==> src/rtl/piso_pkg.sv <==
// piso_pkg: shared definitions for the piso_tx serial transmitter.
//   ST_IDLE / ST_SHIFT / ST_PARITY : FSM state encoding
//   CNT_W(width)                   : bit-counter width for a given word width
package piso_pkg;

  localparam int unsigned ST_W = 2;

  localparam logic [ST_W-1:0] ST_IDLE   = 2'd0;
  localparam logic [ST_W-1:0] ST_SHIFT  = 2'd1;
  localparam logic [ST_W-1:0] ST_PARITY = 2'd2;

  // Counter width; clamp to 1 so a degenerate width still yields a legal vector.
  function automatic int unsigned CNT_W(input int unsigned width);
    return (width < 2) ? 1 : $clog2(width);
  endfunction

endpackage

==> src/rtl/piso_tx_if.sv <==
// piso_tx_if: load handshake plus serial link of the piso_tx transmitter.
//   load_valid / load_ready / parallel_in : word handshake (upstream -> transmitter)
//   serial_out / serial_valid             : serial bit stream (transmitter -> link)
//   frame_start / frame_done / busy       : frame status (transmitter -> observers)
// master = upstream/observer side, slave = the transmitter.
interface piso_tx_if #(
  parameter int unsigned WIDTH = 4
);

  logic             load_valid;
  logic             load_ready;
  logic [WIDTH-1:0] parallel_in;
  logic             serial_out;
  logic             serial_valid;
  logic             frame_start;
  logic             frame_done;
  logic             busy;

  modport master (
    output load_valid, parallel_in,
    input  load_ready, serial_out, serial_valid, frame_start, frame_done, busy
  );

  modport slave (
    input  load_valid, parallel_in,
    output load_ready, serial_out, serial_valid, frame_start, frame_done, busy
  );

endinterface

==> src/rtl/piso_bit_counter.sv <==
// piso_bit_counter: synchronous-reset bit counter for one serial frame.
//   clk, reset : clock and synchronous active-high reset
//   clr_i      : restart at 0 (wins over en_i)
//   en_i       : advance by one; holds once WIDTH-1 is reached
//   cnt_o      : current count, CNT_W(WIDTH) bits
//   last_o     : count equals WIDTH-1
module piso_bit_counter
  import piso_pkg::*;
#(
  parameter int unsigned WIDTH = 4
) (
  input  logic                     clk,
  input  logic                     reset,
  input  logic                     clr_i,
  input  logic                     en_i,
  output logic [CNT_W(WIDTH)-1:0]  cnt_o,
  output logic                     last_o
);

  localparam int unsigned    CW   = CNT_W(WIDTH);
  localparam logic [CW-1:0]  LAST = CW'(WIDTH - 1);

  logic [CW-1:0] cnt_q;
  logic [CW-1:0] cnt_d;

  // Next count: saturate at LAST so the count never runs past the frame.
  always_comb begin
    cnt_d = cnt_q;
    if (clr_i) begin
      cnt_d = '0;
    end else if (en_i && (cnt_q != LAST)) begin
      cnt_d = cnt_q + CW'(1);
    end
  end

  always_ff @(posedge clk) begin
    if (reset) begin
      cnt_q <= '0;
    end else begin
      cnt_q <= cnt_d;
    end
  end

  assign cnt_o  = cnt_q;
  assign last_o = (cnt_q == LAST);

endmodule

==> src/rtl/piso_tx.sv <==
// piso_tx: parallel-in serial-out transmitter. Accepts a WIDTH-bit word on a
// valid/ready handshake and shifts it out one bit per clock.
//   clk, reset : clock and synchronous active-high reset
//   bus        : piso_tx_if.slave (load handshake, serial bit, frame status)
// Parameters: WIDTH (>= 2), MSB_FIRST (1: bit WIDTH-1 first, 0: bit 0 first).
// Optional macro PISO_PARITY_EN: append one even-parity bit to every frame.
// Status outputs are decoded from registered state only (no input-to-output paths).
module piso_tx
  import piso_pkg::*;
#(
  parameter int unsigned WIDTH     = 4,
  parameter bit          MSB_FIRST = 1'b1
) (
  input  logic          clk,
  input  logic          reset,
  piso_tx_if.slave      bus
);

  localparam int unsigned CW = CNT_W(WIDTH);

  logic [ST_W-1:0]  state_q;
  logic [ST_W-1:0]  state_d;
  logic [WIDTH-1:0] sh_q;
  logic [WIDTH-1:0] sh_d;
  logic [CW-1:0]    cnt;
  logic             last;

  logic accept_c;
  logic ready_c;
  logic busy_c;
  logic valid_c;
  logic start_c;
  logic done_c;
  logic sout_c;
  logic sh_bit_c;

`ifdef PISO_PARITY_EN
  logic par_q;
  logic par_d;
`endif

  assign accept_c = bus.load_valid && ready_c;
  assign sh_bit_c = MSB_FIRST ? sh_q[WIDTH-1] : sh_q[0];

  // Bit position within the current frame.
  piso_bit_counter #(
    .WIDTH (WIDTH)
  ) u_cnt (
    .clk    (clk),
    .reset  (reset),
    .clr_i  (accept_c),
    .en_i   (state_q == ST_SHIFT),
    .cnt_o  (cnt),
    .last_o (last)
  );

  // FSM state register.
  always_ff @(posedge clk) begin
    if (reset) begin
      state_q <= ST_IDLE;
    end else begin
      state_q <= state_d;
    end
  end

  // FSM next state; the final frame cycle either chains a new word or idles.
  always_comb begin
    state_d = state_q;
    case (state_q)
      ST_IDLE: begin
        if (accept_c) state_d = ST_SHIFT;
      end
      ST_SHIFT: begin
        if (last) begin
`ifdef PISO_PARITY_EN
          state_d = ST_PARITY;
`else
          state_d = accept_c ? ST_SHIFT : ST_IDLE;
`endif
        end
      end
`ifdef PISO_PARITY_EN
      ST_PARITY: begin
        state_d = accept_c ? ST_SHIFT : ST_IDLE;
      end
`endif
      default: state_d = ST_IDLE;
    endcase
  end

  // FSM output decode.
  always_comb begin
    ready_c = 1'b0;
    busy_c  = 1'b0;
    valid_c = 1'b0;
    start_c = 1'b0;
    done_c  = 1'b0;
    sout_c  = 1'b0;
    case (state_q)
      ST_IDLE: begin
        ready_c = 1'b1;
      end
      ST_SHIFT: begin
        busy_c  = 1'b1;
        valid_c = 1'b1;
        sout_c  = sh_bit_c;
        start_c = (cnt == '0);
`ifndef PISO_PARITY_EN
        done_c  = last;
        ready_c = last;
`endif
      end
`ifdef PISO_PARITY_EN
      ST_PARITY: begin
        busy_c  = 1'b1;
        valid_c = 1'b1;
        sout_c  = par_q;
        done_c  = 1'b1;
        ready_c = 1'b1;
      end
`endif
      default: ;
    endcase
  end

  // Shift register: load on accept, otherwise move the next bit into the output position.
  always_comb begin
    sh_d = sh_q;
    if (accept_c) begin
      sh_d = bus.parallel_in;
    end else if (state_q == ST_SHIFT) begin
      sh_d = MSB_FIRST ? {sh_q[WIDTH-2:0], 1'b0} : {1'b0, sh_q[WIDTH-1:1]};
    end
  end

  always_ff @(posedge clk) begin
    if (reset) begin
      sh_q <= '0;
    end else begin
      sh_q <= sh_d;
    end
  end

`ifdef PISO_PARITY_EN
  // Parity is captured with the word since the shift register is emptied by the time it is sent.
  assign par_d = accept_c ? (^bus.parallel_in) : par_q;

  always_ff @(posedge clk) begin
    if (reset) begin
      par_q <= 1'b0;
    end else begin
      par_q <= par_d;
    end
  end
`endif

  assign bus.load_ready   = ready_c;
  assign bus.busy         = busy_c;
  assign bus.serial_valid = valid_c;
  assign bus.frame_start  = start_c;
  assign bus.frame_done   = done_c;
  assign bus.serial_out   = sout_c;

endmodule

==> src/flat_wrapper.sv <==
// flat-port wrapper written by rule: the top's interface ports become plain ports
module piso_tx_flat import piso_pkg::*;
#(
  parameter int unsigned WIDTH     = 4,
  parameter bit          MSB_FIRST = 1'b1
)
  (clk, reset, bus_load_valid, bus_parallel_in, bus_load_ready, bus_serial_out, bus_serial_valid, bus_frame_start, bus_frame_done, bus_busy);
  piso_tx_if #(.WIDTH(WIDTH)) bus_i ();
  input  logic clk;
  input  logic reset;
  input wire logic [$bits(bus_i.load_valid)-1:0] bus_load_valid;
  input wire logic [$bits(bus_i.parallel_in)-1:0] bus_parallel_in;
  output wire logic [$bits(bus_i.load_ready)-1:0] bus_load_ready;
  output wire logic [$bits(bus_i.serial_out)-1:0] bus_serial_out;
  output wire logic [$bits(bus_i.serial_valid)-1:0] bus_serial_valid;
  output wire logic [$bits(bus_i.frame_start)-1:0] bus_frame_start;
  output wire logic [$bits(bus_i.frame_done)-1:0] bus_frame_done;
  output wire logic [$bits(bus_i.busy)-1:0] bus_busy;
  assign bus_i.load_valid = bus_load_valid;
  assign bus_i.parallel_in = bus_parallel_in;
  assign bus_load_ready = bus_i.load_ready;
  assign bus_serial_out = bus_i.serial_out;
  assign bus_serial_valid = bus_i.serial_valid;
  assign bus_frame_start = bus_i.frame_start;
  assign bus_frame_done = bus_i.frame_done;
  assign bus_busy = bus_i.busy;
  piso_tx #(.WIDTH(WIDTH), .MSB_FIRST(MSB_FIRST)) u_core (.clk(clk), .reset(reset), .bus(bus_i));
endmodule
==> config.mk <==
export PLATFORM = sky130hd
export DESIGN_NAME = piso_tx_flat
export DESIGN_NICKNAME = d
export VERILOG_FILES = /design/src/rtl/piso_pkg.sv /design/src/rtl/piso_tx_if.sv /design/src/rtl/piso_bit_counter.sv /design/src/rtl/piso_tx.sv /design/src/flat_wrapper.sv
export SDC_FILE = /design/constraint.sdc
export NUM_CORES = 1
export LEC_CHECK = 0
export BUFFER_PORTS_ARGS = -buffer_cell sky130_fd_sc_hd__buf_2
export CORE_AREA = 2 2 39 41
export CTS_BUF_LIST = sky130_fd_sc_hd__clkbuf_4 sky130_fd_sc_hd__clkbuf_8 sky130_fd_sc_hd__clkbuf_16
export DETAILED_ROUTE_END_ITERATION = 10
export DIE_AREA = 0 0 41 43
export GPL_TIMING_DRIVEN = 1
export PLACE_DENSITY = 0.49
export SLEW_MARGIN = 20
export SYNTH_ARGS = -nofsm -noshare
export SYNTH_HDL_FRONTEND = slang
export SYNTH_SLANG_ARGS = --single-unit
==> constraint.sdc <==
create_clock -name clk -period 1.3 [get_ports clk]
set_input_delay 0.065 -clock clk [delete_from_list [all_inputs] [get_ports clk]]
set_output_delay 0.065 -clock clk [all_outputs]
set_load 0.01 [all_outputs]
* Word-level counts from Yosys, hierarchy flattened *
Cells that the tools add are included.

storage, ports and cells
  bits in registers = 8
  word-level logic and storage cells = 27

operators by class
  $add $sub $neg = 1
  equal/unequal tests = 5
  muxes and demuxes = 11
  reduce and logical (&&, ||, !) cells = 7

operators with widths
  cell                 count
  $mux 4               2
  $mux 1               5
  $logic_not 2->1      2
  $mux 2               2
  $ne 2x1->1 const B   2
  $pmux 2 s2           1
  $add 2x1->2 const B  1
  $eq 2x1->1 const B   1
  $eq 2x2->1 const B   1
  $logic_and 1x1->1    2
  $ne 2x2->1 const B   1
  $pmux 1 s2           1
  $reduce_and 2->1     1
  $reduce_bool 2->1    1
  $reduce_or 2->1      1

* Logic depth before layout (Yosys ltp) *
Gate-level depths: netlist of run 1.

  depth in word-level cells = 6
  depth in mapped cells = 4
  depth with buffers taken out = 4

* Modules after synthesis *
Synthesis of run 1 repeated with hierarchy kept, for this count alone.

second synthesis, totals
  cell total of the unflattened synthesis = 43
  area total of the unflattened synthesis = 396.6 um^2

modules (own cells, without submodules)
  module            instances  area an instance (um^2)  cells an instance  sequential area each (um^2)
  piso_tx           1          291.5                    35                 100.1
  piso_bit_counter  1          105.1                    8                  40.0

* Worst setup path before layout of run 1 *
No wires, ideal clock.

  path type = register to register
  start = register u_core.u_cnt.cnt_q[0] (netlist: u_core.u_cnt.cnt_o[0])
  end = register u_core.u_cnt.cnt_q[1] (netlist: u_core.u_cnt.cnt_o[1])
  arrival = 1.039 ns
  setup slack = 0.192 ns
  buffers on the path = 0
  cell stages (with the launch flop) = 5
  setup time = 0.070 ns
  cells stage by stage = dfxtp_1 ha_1 nor2b_4 or3_1 a21oi_1

between the ends
  cells in the longest elaborated chain, start to end = 4
  elaborated cells on any way between the ends = 7

RTL lines
  what                              line                    RTL
  start: declaration                piso_bit_counter.sv:23  logic [CW-1:0] cnt_q;
  start signal: assignment          piso_bit_counter.sv:40  cnt_q <= cnt_d;
  $eq 2x2->1                        piso_bit_counter.sv:45  assign last_o = (cnt_q == LAST);
  $pmux 1 s2                        piso_tx.sv:99           case (state_q)
  $logic_and 1x1->1                 piso_tx.sv:42           assign accept_c = bus.load_valid && ready_c;
  $reduce_or 2->1 (no source line)  n/a

Several ways; a longest one is shown, not always the timed one.
A chain may end at the register's enable or synchronous reset.

* Worst setup path in the final report of run 1 *
  start = register u_core.u_cnt.cnt_q[0] (netlist: u_core.u_cnt.cnt_o[0])
  end = output port bus_frame_start

between the ends
  cells in the longest elaborated chain, start to end = 2

RTL lines
  what              line                RTL
  $logic_not 2->1   piso_tx.sv:107      start_c = (cnt == '0);
  $mux 1            piso_tx.sv:99
  end: declaration  flat_wrapper.sv:16  output wire logic [$bits(bus_i.frame_start)-1:0] bus_frame_start;

Every way passes these cells.

==> impl_metrics.json, run 1 <==
{
  "maxSlewViolCount": 0,
  "grt_max_degree": 14,
  "cts_buffer_depth": 2,
  "worst_pin_slew_ps": 249,
  "critical_path_required_ps": 1240,
  "drtIter0Drc": 4,
  "multiInputGateArea_sq_um": 234,
  "htreeDepth": 1,
  "cp_cell_sequence": "inv_1 -> ha_1 -> and2_2 -> buf_2",
  "chipHeight_um": 43,
  "p_leak_nw": 0.238,
  "grt_pass1_vias": 340,
  "power_density_mw_per_mm2": 1100,
  "cts.sinks": 7,
  "clock-root-buffer": "clkbuf_4",
  "wl_per_cell_um": 9.90,
  "finalWeightedCongestion": 0.657,
  "postSynthAreaPerCell_sq_um": 8.41,
  "boundaryPins": 13,
  "drt_wl_total_um": 772,
  "drive_gt1_frac": 0.387,
  "ant_nets": 0,
  "synth_seq_area_share": 0.354,
  "slowest_stage": "dfxtp_1",
  "fin_nets": 72,
  "die_x_um": 41,
  "fmax_ghz": 0.826,
  "crit_arrival_ps": 1150,
  "core_sq_mm": 0.00138,
  "antenna_found_initial": 0,
  "portBuffers": 12,
  "start_util": 0.286,
  "final_cell_mix": "buf_2 (12), nor2_1 (9), dfxtp_1 (7)",
  "final-seq-area_sq_um": 140,
  "rsz0062_at_grt": "false",
  "clock_skew_ps": 6.66,
  "hold_viol": 0,
  "grt_use_total": 0.128,
  "fp-row-count": 14,
  "synth_cell_type_count": 18,
  "crit_type": "register to output port",
  "grt_first_pass_wirelength_mm": 1.43,
  "synth-seq-cells": 7,
  "yosysWarningCount": 0,
  "netlist_area_sq_um": 395,
  "period_share": 0.931,
  "syn_to_final_growth_pct": 27.2,
  "die-area_sq_mm": 0.00176,
  "crit_path_end_kind": "output port",
  "dr_total_vias": 354,
  "hold_buffers": 0,
  "cp_max_fo": 3,
  "max_slew_margin": 0.833,
  "status": "finished, final reports clean",
  "drcViolationCount": 0,
  "hold_class": "primary input to register",
  "dr.pass1.iters": 2,
  "clkTransAtPathRegs_ps": 60,
  "ir_drop_mv": 0.406,
  "p_total_w": 0.000552,
  "synthesis.nets": 56,
  "min_period_ps": 1210,
  "num-fill-cells": 157,
  "critical-path-max-stage-delay_ps": 330,
  "cts_made_buffers": 3,
  "dp_hpwl_um": 595,
  "start_kind": "register",
  "final_common_cell": "buf_2",
  "diodes": 0,
  "final-setup-viol-count": 0,
  "setup_tns_ps": 0,
  "clk_latency_ps": 250,
  "tritoncts": "built",
  "max_cap_viol_count": 0,
  "synthCells": 47,
  "overflow": 0,
  "routed_via_density": 4.54
}
[cells by family after synthesis]
group                    count (synthesis)  share of synthesized area
AO/OA/AOI/OAI                            7                      0.127
buffers and inverters                    5                     0.0760
AND/OR/NAND/NOR                         25                      0.354
multiplexers                             1                     0.0253
flip-flops                               7                      0.354
adder cells (fa/ha/maj)                  2                     0.0633
[where the power goes]
group / internal [W] / total (W) / switching [W]
Combinational: 0.0000452 / 0.0000906 / 0.0000454
Clock: 0.000138 / 0.000223 / 0.0000843
Sequential: 0.000230 / 0.000238 / 0.00000871
Total: 0.000413 / 0.000552 / 0.000138
[flip-flops by register name (all words and copies together), names as in the netlist]
signal	cells
u_core.u_cnt.cnt_o	2
u_core.state_q	1
u_core.sh_q	4
[timing repair]
item / in CTS / in global routing
setup buffers: 0 / 0
resized for setup: 0 / 2
endpoints found under the setup margin: 0 / 4
endpoints found under the hold margin: 0 / 0
[per-layer routing]
layer,part of all wire,routed length (um),vias to the layer above,global-route usage
li1,-,-,187,-
met1,0.51,391,155,0.166
met2,0.41,320,12,0.153
met3,0.076,59,0,0.0942
met4,0,0,0,0.0600
met5,0,0,-,0
[layout make-up]
class                           instances  area share
Timing Repair Buffer                   13       0.134
Inverter                                3      0.0224
Sequential cell                         7       0.279
Tap cell                               16      0.0398
Clock buffer                            4      0.0597
Multi-Input combinational cell         35       0.465
[synthesized netlist by cell type]
cell type  count  share of area
a21oi_1        2          0.025
dfxtp_1        7           0.35
o21a_1         1          0.019
nor2b_4        1          0.035
ha_1           2          0.063
nor4_1         3          0.047
and2_2         3          0.057
and2b_1        3          0.057
nand3_1        1          0.013
nand2_1        3          0.028
a211oi_1       3          0.057
mux2i_1        1          0.025
buf_4          1          0.019
nor2_1         9          0.085
or3_1          2          0.032
buf_6          1          0.028
inv_1          3          0.028
a21bo_2        1          0.025
[path summary, 6_finish.rpt]
| check | end | slack (ps) | from | cells after the start |
|---|---|---|---|---|
| setup / recovery | bus_frame_start | 90 | u_core.u_cnt.cnt_o[0] | 4 |
| setup reg to reg | u_core.u_cnt.cnt_o[1] | 110 | u_core.u_cnt.cnt_o[0] | 4 |
| hold / removal | u_core.state_q[0] | 80 | reset | 2 |
| hold reg to reg | u_core.sh_q[2] | 500 | u_core.sh_q[1] | 2 |
[through the flow]
step	setup WS, ps	area, sq um	util	std cells	hold WS [ps]
after floorplan	192	395	-	47	134
after global placement	98.4	464	0.335	74	344
after detailed placement	66.4	464	0.335	74	339
after CTS	25.8	494	0.357	78	60.0
after global routing	21.4	503	0.363	78	77.9
final	89.9	503	0.363	78	76.2
[worst max-delay path: cells and delay by family, from the launching register on]
family                     cells  cell delay [ps]
DFF                            1              330
buffers and inverters          2              200
adders and majority gates      1              180
and+or+nand+nor                1              170
Note: power is estimated with default switching activity, not from simulation.
==> run 2, diff against run 1 <==
ABC_AREA = 1   (was default)
SKIP_LAST_GASP = 1   (was default)
==> run 2 against run 1 <==
  * Sequential cell count stayed put
  * Clock skew is 4.8 ps lower
  * Global-route usage is 2.2 points lower
  * Sequential share of layout area is 0.35 points higher
  * Critical path type unchanged
  * Largest cell class unchanged
==> impl_metrics.json, run 2 <==
{
  "synth-seq-cells": 7,
  "routed_via_density": 4.29,
  "grt_max_degree": 8,
  "antenna_found_initial": 0,
  "period_share": 0.930,
  "largest_reg_flops": 4,
  "cp_cell_sequence": "ha_1 -> inv_2 -> nand2_8 -> buf_2",
  "syn_to_final_growth_pct": 24.8,
  "grt_use_total": 0.106,
  "dr.pass1.iters": 5,
  "grt_first_pass_wirelength_mm": 1.22,
  "clk_latency_ps": 250,
  "final_common_cell": "nand2_1",
  "synth_seq_area_share": 0.352,
  "critical_path_required_ps": 1240,
  "fin_cells": 89,
  "dr_total_vias": 382,
  "die-area_sq_mm": 0.00176,
  "netlist_area_sq_um": 398,
  "dpl.cell_count": 85,
  "diodes": 0,
  "ir_drop_mv": 0.411,
  "die_x_um": 41,
  "synthCells": 58,
  "start_util": 0.288,
  "critPathBufInv": 2,
  "fmax_ghz": 0.827,
  "drive_gt1_frac": 0.274,
  "crit_path_end_kind": "output port",
  "fp-row-count": 14,
  "cts.sinks": 7,
  "critical-path-max-stage-delay_ps": 330,
  "setup_tns_ps": 0,
  "final-setup-viol-count": 0,
  "postCtsSetupRepairBufs": 0,
  "synthTopCellsByArea": "dfxtp_1 (35%), nand2_1 (15%), inv_1 (10%), nor2_1 (6.6%), ha_1 (6.3%)",
  "tritoncts": "built",
  "start_kind": "register",
  "hold_class": "primary input to register",
  "drcViolationCount": 0,
  "synthesis.nets": 67,
  "largest-register": "u_core.sh_q",
  "core_sq_mm": 0.00138,
  "cp_max_fo": 7,
  "clock-root-buffer": "clkbuf_4",
  "critPathTopFamily": "flip-flops",
  "grt_pass1_vias": 299,
  "crit_arrival_ps": 1140,
  "wl_per_cell_um": 8.35,
  "fin_nets": 83,
  "synth_cell_type_count": 14,
  "hold_buffers": 0,
  "worst_pin_slew_ps": 285,
  "hold_viol": 0,
  "max_slew_margin": 0.810,
  "dp_hpwl_um": 618,
  "boundaryPins": 13,
  "timing.hold.ws_ps": 43.2,
  "cts_made_buffers": 3,
  "maxSlewViolCount": 0,
  "htreeDepth": 1,
  "clock_skew_ps": 1.90,
  "synth_top_area_cell": "dfxtp_1",
  "rsz0062_at_grt": "false",
  "portBuffers": 12,
  "power_density_mw_per_mm2": 1100,
  "ys_async_sr_fraction": 0,
  "yosysWarningCount": 0,
  "ant_nets": 0,
  "final_cell_mix": "nand2_1 (16), buf_2 (12), inv_1 (10)",
  "drt_wl_total_um": 743,
  "crit_type": "register to output port",
  "yosysMostFrequentCell": "nand2_1",
  "clkTransAtPathRegs_ps": 50,
  "finalWeightedCongestion": 0.833,
  "cts_buffer_depth": 2,
  "min_period_ps": 1210,
  "drtIter0Drc": 8,
  "r2r_setup_slack_ps": 160,
  "overflow": 0,
  "max_cap_viol_count": 0,
  "chipHeight_um": 43,
  "synth_top_area_share": 0.352,
  "synthFlopType": "dfxtp_1",
  "synthTopCellsByCount": "nand2_1 (16), inv_1 (11), dfxtp_1 (7), nor2_1 (7)",
  "status": "finished, final reports clean",
  "postSynthAreaPerCell_sq_um": 6.86,
  "synth-edff-count": 0,
  "slowest_stage": "dfxtp_1",
  "p_leak_nw": 0.280
}
[run 2: cell types whose count changed after synthesis, moves of 2 or more]
| cell | before | now |
|---|---|---|
| and2_2 | 3 | 0 |
| a211oi_1 | 3 | 0 |
| a21oi_1 | 2 | 4 |
| and2b_1 | 3 | 0 |
| or3_1 | 2 | 0 |
| nand3_1 | 1 | 4 |
| nor4_1 | 3 | 0 |
| nor2_1 | 9 | 7 |
| nand2_1 | 3 | 16 |
| inv_1 | 3 | 11 |
[run 2: path summary, 6_finish.rpt]
check,start,endpoint,depth (start not counted)
max,u_core.u_cnt.cnt_o[0],bus_load_ready,4
min,reset,u_core.sh_q[0],2
max reg2reg,u_core.u_cnt.cnt_o[0],u_core.sh_q[2],8
min reg2reg,u_core.sh_q[0],u_core.sh_q[0],2
[run 2: final cells by class]
cell class,count,area (sq um)
sequential,7,140
tap,16,20.0
inverter,11,41.3
clock buffer,4,30.0
fill,159,887
timing repair buffer,13,67.6
multi-input combinational,38,198
[run 2: routing by layer]
layer | vias up | track usage | part of all wire
li1 | 205 | - | -
met1 | 160 | 0.129 | 0.47
met2 | 15 | 0.147 | 0.45
met3 | 2 | 0.0157 | 0.061
met4 | 0 | 0.100 | 0.019
met5 | - | 0 | 0
[run 2: through the flow]
| stage | setup slack, ps | utilization | power [W] | area, sq um |
|---|---|---|---|---|
| floorplan | 162 | - | 0.000308 | 398 |
| global placement | 114 | 0.337 | 0.000338 | 467 |
| detailed placement | 85.1 | 0.337 | 0.000337 | 467 |
| CTS | 6.72 | 0.359 | 0.000563 | 497 |
| global route | 29.2 | 0.359 | 0.000592 | 497 |
| finish | 90.8 | 0.359 | 0.000547 | 497 |
[run 2: worst reg2reg max path: stages, from the launching register on]
cell,delay (ps)
dfxtp_1,370
ha_1,190
inv_2,80
nand2_8,80
nand2_1,100
nand2_1,70
nand3_1,60
nand2_1,70
inv_1,30
[run 2: kinds of logic (layout without fill, tap and decap cells)]
group | after synthesis | count (layout) | share of synthesized area
AO/OA/AOI/OAI | 5 | 5 | 0.0629
flip-flops | 7 | 7 | 0.352
adder cells (fa/ha/maj) | 2 | 2 | 0.0629
XOR/XNOR | 1 | 1 | 0.0220
AND/OR/NAND/NOR | 30 | 30 | 0.349
buffers and inverters | 13 | 28 | 0.151
[run 2: report_power, final]
group | switching, W | total (W) | leakage (nW) | internal (W)
Clock | 0.0000780 | 0.000216 | 0.0184 | 0.000138
Sequential | 0.0000123 | 0.000241 | 0.0576 | 0.000229
Combinational | 0.0000506 | 0.0000903 | 0.204 | 0.0000397
Total | 0.000141 | 0.000547 | 0.280 | 0.000406
[run 2: repair_timing]
action / 4_1_cts / 5_1_grt
setup endpoints to repair: 0 / 4
endpoints found under the hold margin: 0 / 0
gates resized for setup: 0 / 2
